<file path="config.mk">
export PLATFORM = sky130hd
export DESIGN_NAME = ps2_host_tx_flat
export DESIGN_NICKNAME = d
export VERILOG_FILES = /design/src/rtl/ps2_pkg.sv /design/src/rtl/ps2_host_tx_if.sv /design/src/rtl/ps2_sync.sv /design/src/rtl/ps2_host_tx.sv /design/src/flat_wrapper.sv
export SDC_FILE = /design/constraint.sdc
export NUM_CORES = 1
export LEC_CHECK = 0
export BUFFER_PORTS_ARGS = -buffer_cell sky130_fd_sc_hd__buf_4
export CORE_MARGIN = 2
export CORE_UTILIZATION = 45
export DETAILED_ROUTE_END_ITERATION = 12
export PLACE_DENSITY = 0.68
export SLEW_MARGIN = 20
export SYNTH_ARGS = -nofsm -noshare
export SYNTH_HDL_FRONTEND = slang
export SYNTH_SLANG_ARGS = --single-unit
</file>
<file path="constraint.sdc">
create_clock -name clk -period 2.5 [get_ports clk]
set_input_delay 0.25 -clock clk [delete_from_list [all_inputs] [get_ports clk]]
set_output_delay 0.25 -clock clk [all_outputs]
set_load 0.05 [all_outputs]
</file>
<file path="src/rtl/ps2_pkg.sv">
// Shared PS/2 definitions: host FSM state codes, keyboard command/response bytes
// and the host-to-device frame builder.
package ps2_pkg;

  localparam logic [2:0] IDLE      = 3'd0;
  localparam logic [2:0] INHIBIT   = 3'd1;
  localparam logic [2:0] START     = 3'd2;
  localparam logic [2:0] BITS      = 3'd3;
  localparam logic [2:0] ACK       = 3'd4;
  localparam logic [2:0] WAIT_IDLE = 3'd5;

  localparam logic [7:0] CMD_RESET    = 8'hFF;
  localparam logic [7:0] CMD_SET_LEDS = 8'hED;
  localparam logic [7:0] CMD_ECHO     = 8'hEE;
  localparam logic [7:0] RSP_ACK      = 8'hFA;
  localparam logic [7:0] RSP_RESEND   = 8'hFE;

  // {stop, odd parity, data}; shifted out LSB first after the start bit.
  function automatic logic [9:0] host_frame(input logic [7:0] d);
    return {1'b1, ~^d, d};
  endfunction

endpackage

</file>
<file path="src/rtl/ps2_host_tx_if.sv">
// Command handshake between a requester and the PS/2 host transmitter.
interface ps2_host_tx_if;
  logic [7:0] tx_data;
  logic       tx_start;
  logic       tx_busy;
  logic       tx_done;
  logic       tx_error;
  logic       rx_inhibit;

  modport master (output tx_data, tx_start,
                  input  tx_busy, tx_done, tx_error, rx_inhibit);
  modport slave  (input  tx_data, tx_start,
                  output tx_busy, tx_done, tx_error, rx_inhibit);
endinterface

</file>
<file path="src/rtl/ps2_sync.sv">
// 2-FF synchronizer for the PS/2 clock and data pads plus a clock falling-edge strobe.
// Resets to the idle-high line level so reset release never fakes an edge.
module ps2_sync (
  input  logic clk,
  input  logic reset,
  input  logic ps2_clk_in,
  input  logic ps2_dat_in,
  output logic clk_s,
  output logic dat_s,
  output logic clk_fall
);
  logic [1:0] meta_q, sync_q;
  logic       clk_prev_q;

  always_ff @(posedge clk or posedge reset) begin
    if (reset) begin
      meta_q     <= 2'b11;
      sync_q     <= 2'b11;
      clk_prev_q <= 1'b1;
    end else begin
      meta_q     <= {ps2_dat_in, ps2_clk_in};
      sync_q     <= meta_q;
      clk_prev_q <= sync_q[0];
    end
  end

  assign clk_s    = sync_q[0];
  assign dat_s    = sync_q[1];
  assign clk_fall = clk_prev_q & ~sync_q[0];
endmodule

</file>
<file path="src/rtl/ps2_host_tx.sv">
// PS/2 host-to-device transmitter: inhibit, start bit, 8 data + odd parity + stop,
// then device ack and bus-idle wait, all bounded by a frame timeout.
module ps2_host_tx
  import ps2_pkg::*;
#(
  parameter int CLK_HZ     = 50000000,
  parameter int INHIBIT_US = 100,
  parameter int TIMEOUT_MS = 20
) (
  input  logic           clk,
  input  logic           reset,
  ps2_host_tx_if.slave   tx,
  input  logic           ps2_clk_in,
  input  logic           ps2_dat_in,
  output logic           ps2_clk_oe,
  output logic           ps2_dat_oe
);
  localparam int INH_N = CLK_HZ / 1000000 * INHIBIT_US;
  localparam int TO_N  = CLK_HZ / 1000 * TIMEOUT_MS;
  localparam int INH_W = $clog2(INH_N + 1);
  localparam int TO_W  = $clog2(TO_N + 1);

  logic clk_s, dat_s, clk_fall;

  ps2_sync u_sync (
    .clk        (clk),
    .reset      (reset),
    .ps2_clk_in (ps2_clk_in),
    .ps2_dat_in (ps2_dat_in),
    .clk_s      (clk_s),
    .dat_s      (dat_s),
    .clk_fall   (clk_fall)
  );

  logic [2:0]       state_q, state_d;
  logic [9:0]       sr_q, sr_d;
  logic [3:0]       bit_idx_q, bit_idx_d;
  logic [INH_W-1:0] inh_cnt_q, inh_cnt_d;
  logic [TO_W-1:0]  to_cnt_q, to_cnt_d;
  logic             clk_oe_q, clk_oe_d;
  logic             dat_oe_q, dat_oe_d;
  logic             done_q, done_d;
  logic             err_q, err_d;
  logic             timed;

  always_comb begin
    state_d   = state_q;
    sr_d      = sr_q;
    bit_idx_d = bit_idx_q;
    inh_cnt_d = inh_cnt_q;
    clk_oe_d  = clk_oe_q;
    dat_oe_d  = dat_oe_q;
    done_d    = 1'b0;
    err_d     = 1'b0;
    timed     = (state_q == BITS) || (state_q == ACK) || (state_q == WAIT_IDLE);
    // Counter runs from the START cycle (value 0) through the end of the frame.
    to_cnt_d  = (timed || state_q == START) ? to_cnt_q + TO_W'(1) : '0;

    if (timed && to_cnt_q == TO_W'(TO_N - 1)) begin
      state_d  = IDLE;
      clk_oe_d = 1'b0;
      dat_oe_d = 1'b0;
      err_d    = 1'b1;
    end else begin
      case (state_q)
        IDLE: if (tx.tx_start) begin
          sr_d      = host_frame(tx.tx_data);
          inh_cnt_d = '0;
          clk_oe_d  = 1'b1;
          state_d   = INHIBIT;
        end
        INHIBIT: begin
          if (inh_cnt_q == INH_W'(INH_N - 1)) begin
            dat_oe_d = 1'b1;
            state_d  = START;
          end else begin
            inh_cnt_d = inh_cnt_q + INH_W'(1);
          end
        end
        START: begin
          clk_oe_d  = 1'b0;
          bit_idx_d = '0;
          state_d   = BITS;
        end
        BITS: if (clk_fall) begin
          dat_oe_d  = ~sr_q[bit_idx_q];
          bit_idx_d = bit_idx_q + 4'd1;
          if (bit_idx_q == 4'd9) state_d = ACK;
        end
        ACK: if (clk_fall) begin
          if (!dat_s) begin
            state_d = WAIT_IDLE;
          end else begin
            state_d  = IDLE;
            clk_oe_d = 1'b0;
            dat_oe_d = 1'b0;
            err_d    = 1'b1;
          end
        end
        WAIT_IDLE: if (clk_s && dat_s) begin
          done_d  = 1'b1;
          state_d = IDLE;
        end
        default: begin
          state_d  = IDLE;
          clk_oe_d = 1'b0;
          dat_oe_d = 1'b0;
        end
      endcase
    end
  end

  always_ff @(posedge clk or posedge reset) begin
    if (reset) begin
      state_q   <= IDLE;
      sr_q      <= '0;
      bit_idx_q <= '0;
      inh_cnt_q <= '0;
      to_cnt_q  <= '0;
      clk_oe_q  <= 1'b0;
      dat_oe_q  <= 1'b0;
      done_q    <= 1'b0;
      err_q     <= 1'b0;
    end else begin
      state_q   <= state_d;
      sr_q      <= sr_d;
      bit_idx_q <= bit_idx_d;
      inh_cnt_q <= inh_cnt_d;
      to_cnt_q  <= to_cnt_d;
      clk_oe_q  <= clk_oe_d;
      dat_oe_q  <= dat_oe_d;
      done_q    <= done_d;
      err_q     <= err_d;
    end
  end

  assign ps2_clk_oe    = clk_oe_q;
  assign ps2_dat_oe    = dat_oe_q;
  assign tx.tx_busy    = (state_q != IDLE);
  assign tx.rx_inhibit = (state_q != IDLE);
  assign tx.tx_done    = done_q;
  assign tx.tx_error   = err_q;
endmodule

</file>
<file path="src/flat_wrapper.sv">
// flat-port wrapper written by rule: the top's interface ports become plain ports
module ps2_host_tx_flat import ps2_pkg::*;
#(
  parameter int CLK_HZ     = 50000000,
  parameter int INHIBIT_US = 100,
  parameter int TIMEOUT_MS = 20
)
  (clk, reset, ps2_clk_in, ps2_dat_in, ps2_clk_oe, ps2_dat_oe, tx_tx_data, tx_tx_start, tx_tx_busy, tx_tx_done, tx_tx_error, tx_rx_inhibit);
  ps2_host_tx_if tx_i ();
  input  logic clk;
  input  logic reset;
  input  logic ps2_clk_in;
  input  logic ps2_dat_in;
  output logic ps2_clk_oe;
  output logic ps2_dat_oe;
  input wire logic [$bits(tx_i.tx_data)-1:0] tx_tx_data;
  input wire logic [$bits(tx_i.tx_start)-1:0] tx_tx_start;
  output wire logic [$bits(tx_i.tx_busy)-1:0] tx_tx_busy;
  output wire logic [$bits(tx_i.tx_done)-1:0] tx_tx_done;
  output wire logic [$bits(tx_i.tx_error)-1:0] tx_tx_error;
  output wire logic [$bits(tx_i.rx_inhibit)-1:0] tx_rx_inhibit;
  assign tx_i.tx_data = tx_tx_data;
  assign tx_i.tx_start = tx_tx_start;
  assign tx_tx_busy = tx_i.tx_busy;
  assign tx_tx_done = tx_i.tx_done;
  assign tx_tx_error = tx_i.tx_error;
  assign tx_rx_inhibit = tx_i.rx_inhibit;
  ps2_host_tx #(.CLK_HZ(CLK_HZ), .INHIBIT_US(INHIBIT_US), .TIMEOUT_MS(TIMEOUT_MS)) u_core (.clk(clk), .reset(reset), .tx(tx_i), .ps2_clk_in(ps2_clk_in), .ps2_dat_in(ps2_dat_in), .ps2_clk_oe(ps2_clk_oe), .ps2_dat_oe(ps2_dat_oe));
endmodule
</file>
* After elaboration in Yosys (flattened, before gate mapping)
Cells that the tools add are included.
** Storage, ports and cells
- Input bits :: 13
- Logic and storage cells :: 91
- Flip-flop bits (word level) :: 59
- Output and inout port bits :: 6
** Cells by class
- $lt $le $gt $ge :: 1
- $add $sub $neg :: 3
- Bitwise operators :: 4
- Reduce and logical (&&, ||, !) cells :: 18
- Eq/ne operators :: 20
- Multiplexer cells :: 33
** Operators by type and width (number)
- two-way mux 13 bit :: 2
- case mux 13 bit (2 select lines) :: 1
- two-way mux 3 bit :: 8
- adder 20 x 1 -> 20 bit, second input constant :: 1
- equality test 20 bit, second input constant :: 1
- two-way mux 20 bit :: 1
- case mux 3 bit (6 select lines) :: 1
- two-way mux 1 bit :: 15
- adder 13 x 1 -> 13 bit, second input constant :: 1
- equality test 13 bit, second input constant :: 1
- inequality test 3 x 2 -> 1 bit, second input constant :: 3
- inequality test 3 bit, second input constant :: 3
- case mux 4 bit (2 select lines) :: 1
- AND reduction 4 bit :: 2
- XNOR reduction 8 bit :: 1
- equality test 3 x 2 -> 1 bit, second input constant :: 2
- equality test 3 bit, second input constant :: 2
- inequality test 2 x 1 -> 1 bit, second input constant :: 3
- AND reduction 3 bit :: 2
- AND reduction 6 bit :: 1
- OR reduction 3 bit :: 2
- < comparator 4 x 5 -> 1 bit, second input constant :: 1
- AND reduction 5 bit :: 1
- adder 4 x 1 -> 4 bit, second input constant :: 1
- 15 further kinds :: 22

* Depth between registers and ports, before layout
- Depth after elaboration :: 6
- Gate-level depth with buffers :: 7
- Mapped depth without buffers :: 7

* Modules after synthesis
A second synthesis with hierarchy kept.
** Unflattened totals
- Cells, all modules :: 329
- Area, all modules :: 3123.0 sq um
** Modules (own cells, without submodules)
- ps2_host_tx :: times used 1, cells an instance 322, area an instance 2974.1 sq um, seq. area each 1351.3 sq um
- ps2_sync :: times used 1, cells an instance 7, area an instance 148.9 sq um, seq. area each 131.4 sq um

* Least setup slack after synthesis
OpenSTA, ideal clock, no wires.
- Path type :: register -> register
- Start point :: register u_core.bit_idx_q[0]
- End point :: register u_core.dat_oe_q (netlist: u_core.ps2_dat_oe)
- Cell stages (with the launch flop) :: 7
- Required time :: 2.396 ns
- Clock period less this slack :: 1.814 ns
- Arrival time :: 1.711 ns
- Setup slack :: 0.686 ns
- Path buffers :: 1
- Library setup time :: 0.104 ns
- Cell sequence :: dfrtp_1 > buf_6 > mux2_4 > or3_1 > o2111ai_1 > or4b_1 > o311ai_1
** On the way
- Longest elaborated chain between the ends :: 6
** RTL lines
- start, declared :: line ps2_host_tx.sv:37 : logic [3:0] bit_idx_q, bit_idx_d;
- start signal, assigned :: line ps2_host_tx.sv:127 : bit_idx_q <= bit_idx_d;
- binary-select mux 1 bit (select 4 bit) :: line ps2_host_tx.sv:86 : dat_oe_d = ~sr_q[bit_idx_q];
- two-way mux 1 bit (not written as such) :: line ps2_host_tx.sv:86
- inverter 1 bit :: line ps2_host_tx.sv:86
- two-way mux 1 bit :: line ps2_host_tx.sv:85 : BITS: if (clk_fall) begin
- case mux 1 bit (4 select lines) :: line ps2_host_tx.sv:65 : case (state_q)
- two-way mux 1 bit :: line ps2_host_tx.sv:59 : if (timed && to_cnt_q == TO_W'(TO_N - 1)) begin
- end signal, assigned :: line ps2_host_tx.sv:131 : dat_oe_q <= dat_oe_d;
- end, declared :: line ps2_host_tx.sv:41 : logic dat_oe_q, dat_oe_d;
No other way between the ends. The select of a mux whose other input is x is not followed.
A chain may end at the register's enable or synchronous reset.

* Final worst setup path
- Start point :: register u_core.to_cnt_q[0]
- End point :: register u_core.dat_oe_q (netlist: u_core.ps2_dat_oe)
** On the way
- Longest elaborated chain between the ends :: 4
- Elaborated cells between the ends (all ways) :: 9
- Classes of those cells :: 6 x eq/ne; 1 x mux; 2 x reduce/logical
** RTL lines
- start, declared :: line ps2_host_tx.sv:39 : logic [TO_W-1:0] to_cnt_q, to_cnt_d;
- start signal, assigned :: line ps2_host_tx.sv:129 : to_cnt_q <= to_cnt_d;
- equality test 20 bit * :: line ps2_host_tx.sv:59
- logical AND 1 bit * :: line ps2_host_tx.sv:59
- inequality test 3 x 2 -> 1 bit (no line) (tied with other cells)
- AND reduction 5 bit (no line)
Mark *: on every way between the ends. The rest lies on a longest branch, timed or not.

==> metrics.cfg <==
[drt]
wl_per_cell_um = 13.3
drc = 0
drt-vias-per-instance = 5.34
detail-route-antenna-nets = 0
first_pass_iters = 4
routed_wl_um = 5560
num_vias = 2225
drt_iter0_drc = 164

[yosys]
syn-num-nets = 329
synth_edf_count = 0
synth_largest_area_cell = dfrtp_1
syn_area_um2 = 3030
yosysTopAreaCellShare_pct = 44.6
synthCells = 312
synth_common_cells = dfrtp_1, nand2_1, nor2_1, xnor2_1, xor2_1
synth_warnings = 0
synthTopCellsByArea = dfrtp_1, nand2_1, dfstp_2
ys_types = 50
post-synth-top-count-cell = dfrtp_1
syn_avg_cell_area_um2 = 9.71
seq_area_frac_synth_pct = 48.9
ys_dominant_reg_cell = dfrtp_1
ys_seq_elements = 59
ys_async_sr_fraction_pct = 100

[cells_and_area]
design_area_um2 = 3510
final_nets = 352
final_layout_size_suffix_gt1_share_pct = 15.3
synthToLayoutAreaGrowth_pct = 15.9
antenna_cells = 0

[timing]
fmaxAchievable_ghz = 0.502
max_slew.worst_pin.slew_ps = 786
setup_viol = 0
hold_viol_final = 4
rsz0062_at_grt = no
slew_headroom_pct = 47.2
whs_ps = -2.11
period_share_pct = 79.6
finClkSkew_ps = 7.05
min_period_ps = 1990
drv_slew = 0
final.setup.tns_ps = 0

[critical_path]
crit_path_top_delay_cell = or4b_1
crit_family = simple AND/OR/NAND/NOR gates
startpoint_type = flip-flop
arrival_ps = 2230
path_cells = ha_1 -> and4_1 -> nand2_1 -> nor3_1 -> buf_4 -> or4b_1 -> o311ai_1
r2r_start = u_core.to_cnt_q[0]
regToRegSetupSlack_ps = 510
ff2ff_path_depth = 7
max_stage_delay_ps = 530
path_class = flip-flop to flip-flop
cp.required_ps = 2740
path_buf_inv = 1
timing.rr.end = u_core.ps2_dat_oe
crit_fanout = 11
worst_setup_path_end_kind = flip-flop

[global_routing]
antenna_found_initial = 0
grt_max_degree = 32
overflow = 0
grt_pass1_wl_um = 10100
grt_pass1_vias = 2190
grt_usage_pct = 17.4

[die]
die_height_um = 86.1
rows = 29
die_area_um2 = 7410
io-pin-count = 19
die-width_um = 86.1
core_um2 = 6420
initial_core_util_pct = 47.2

[cts]
clock_latency_ps = 340
cts.reportedPaths.clkPinSlew_ps = 70
clock-sinks = 59
cts_made_buffers = 9
clockRootBuffer = clkbuf_8
cts_resized = 0
cts_buffer_depth = 2
cts_tree = yes
htree_levels = 3

[place]
portBuffers = 18
placed_area_um2 = 3250
dp_hpwl_um = 3830
gp_congestion = 0.833

[outcome]
status = complete, but fails checks
violations = negative hold slack

[min_path]
min_path_type = input port to asynchronous set/reset pin

[job]
cap_violations = 0

[power]
power_density_nw_per_um2 = 595
peakVddDrop_mv = 0.433
p_leak_uw = 0.00159

flip-flops by register name (all words and copies together), names as in the netlist:
register,count
u_core.inh_cnt_q,13
u_core.tx.tx_done,1
u_core.bit_idx_q,4
u_core.state_q,3
u_core.ps2_dat_oe,1
u_core.to_cnt_q,20
u_core.u_sync.meta_q,2
u_core.u_sync.sync_q,2
u_core.ps2_clk_oe,1
u_core.sr_q,10
u_core.u_sync.clk_prev_q,1
u_core.tx.tx_error,1
area by class of cell:
class                   count  area (um^2)
fillers                   576         2910
multi-input cells         230         1450
flip-flops and latches     59         1480
clock inverters             5          100
repair buffers             26          213
well taps                  77         96.3
inverters                   9         33.8
clock buffers              11          141
per-stage QoR:
| step | setup WS [ps] | util (%) | power, uW | hold slack (ps) | std cells |
|---|---|---|---|---|---|
| global placement | 558 | 50.6 | 1050 | 350 | 399 |
| finish | 510 | 54.7 | 2090 | -2.11 | 417 |
| detailed placement | 534 | 50.6 | 1050 | 347 | 399 |
| CTS | 516 | 54.4 | 2110 | 0.485 | 415 |
| global route | 309 | 54.7 | 2170 | 44.0 | 417 |
| floorplan | 686 | - | 1020 | 254 | 312 |
logic make-up (layout without fill, tap and decap cells):
group	Yosys count	count (layout)	share of synthesized area (%)
flip-flops	59	59	48.9
multiplexers	10	10	3.88
AO/OA/AOI/OAI	36	36	8.51
XOR/XNOR	29	29	8.38
adder cells (fa/ha/maj)	4	4	1.65
AND/OR/NAND/NOR	151	151	25.3
buffers and inverters	23	51	3.39
report_power, final:
part / switching [uW] / leakage, uW / internal [uW]
Sequential: 3.20 / 0.000742 / 962
Combinational: 33.8 / 0.000720 / 30.3
Clock: 375 / 0.000123 / 686
Total: 412 / 0.00159 / 1680
layout by cell type, fill, tap and decap left out, types with 3 or more instances in the layout:
cell,n
o21ai_0,5
and3_1,7
nor2b_1,3
nand4_1,11
bufinv_16,3
dfstp_2,5
xor2_1,14
xnor2_1,15
and4_1,6
a21o_1,3
inv_1,8
nand3_1,11
ha_1,4
nor3_1,8
nand2b_1,7
dfrtp_1,54
mux2i_1,8
a21oi_1,6
clkbuf_8,10
nand3b_1,3
nand2_1,52
buf_4,23
o21a_1,3
o21ai_1,3
nor2_1,30
worst register-to-register path: stages, from the launching register on:
cell	delay, ps
dfrtp_1	400
ha_1	260
and4_1	230
nand2_1	140
nor3_1	70
buf_4	180
or4b_1	530
o311ai_1	100
per-layer routing:
metal	global-route usage (%)	vias up	wire length (um)	share of wire, %
li1	-	1129	-	-
met1	23.7	1054	2890	52
met2	25.9	35	2440	44
met3	5.49	7	175	3.1
met4	6.93	0	65	1.2
met5	0	-	0	0
repair_timing:
item | in CTS | in global routing
endpoints found under the hold margin | 0 | 2
hold buffers | 0 | 2
setup buffers | 0 | 0
worst max path at each step:
stage          cells past startpoint           startpoint  slack, ps             endpoint
2_1_floorplan                      6  u_core.bit_idx_q[0]        690    u_core.ps2_dat_oe
3_3_place_gp                       4  u_core.bit_idx_q[0]        560    u_core.ps2_dat_oe
3_5_place_dp                       7   u_core.to_cnt_q[0]        530    u_core.ps2_dat_oe
4_1_cts                            5  u_core.inh_cnt_q[3]        520    u_core.ps2_dat_oe
5_1_grt                            5   u_core.to_cnt_q[7]        310  u_core.bit_idx_q[0]
6_report                           7   u_core.to_cnt_q[0]        510    u_core.ps2_dat_oe
Power figures use the tool's default switching activity.
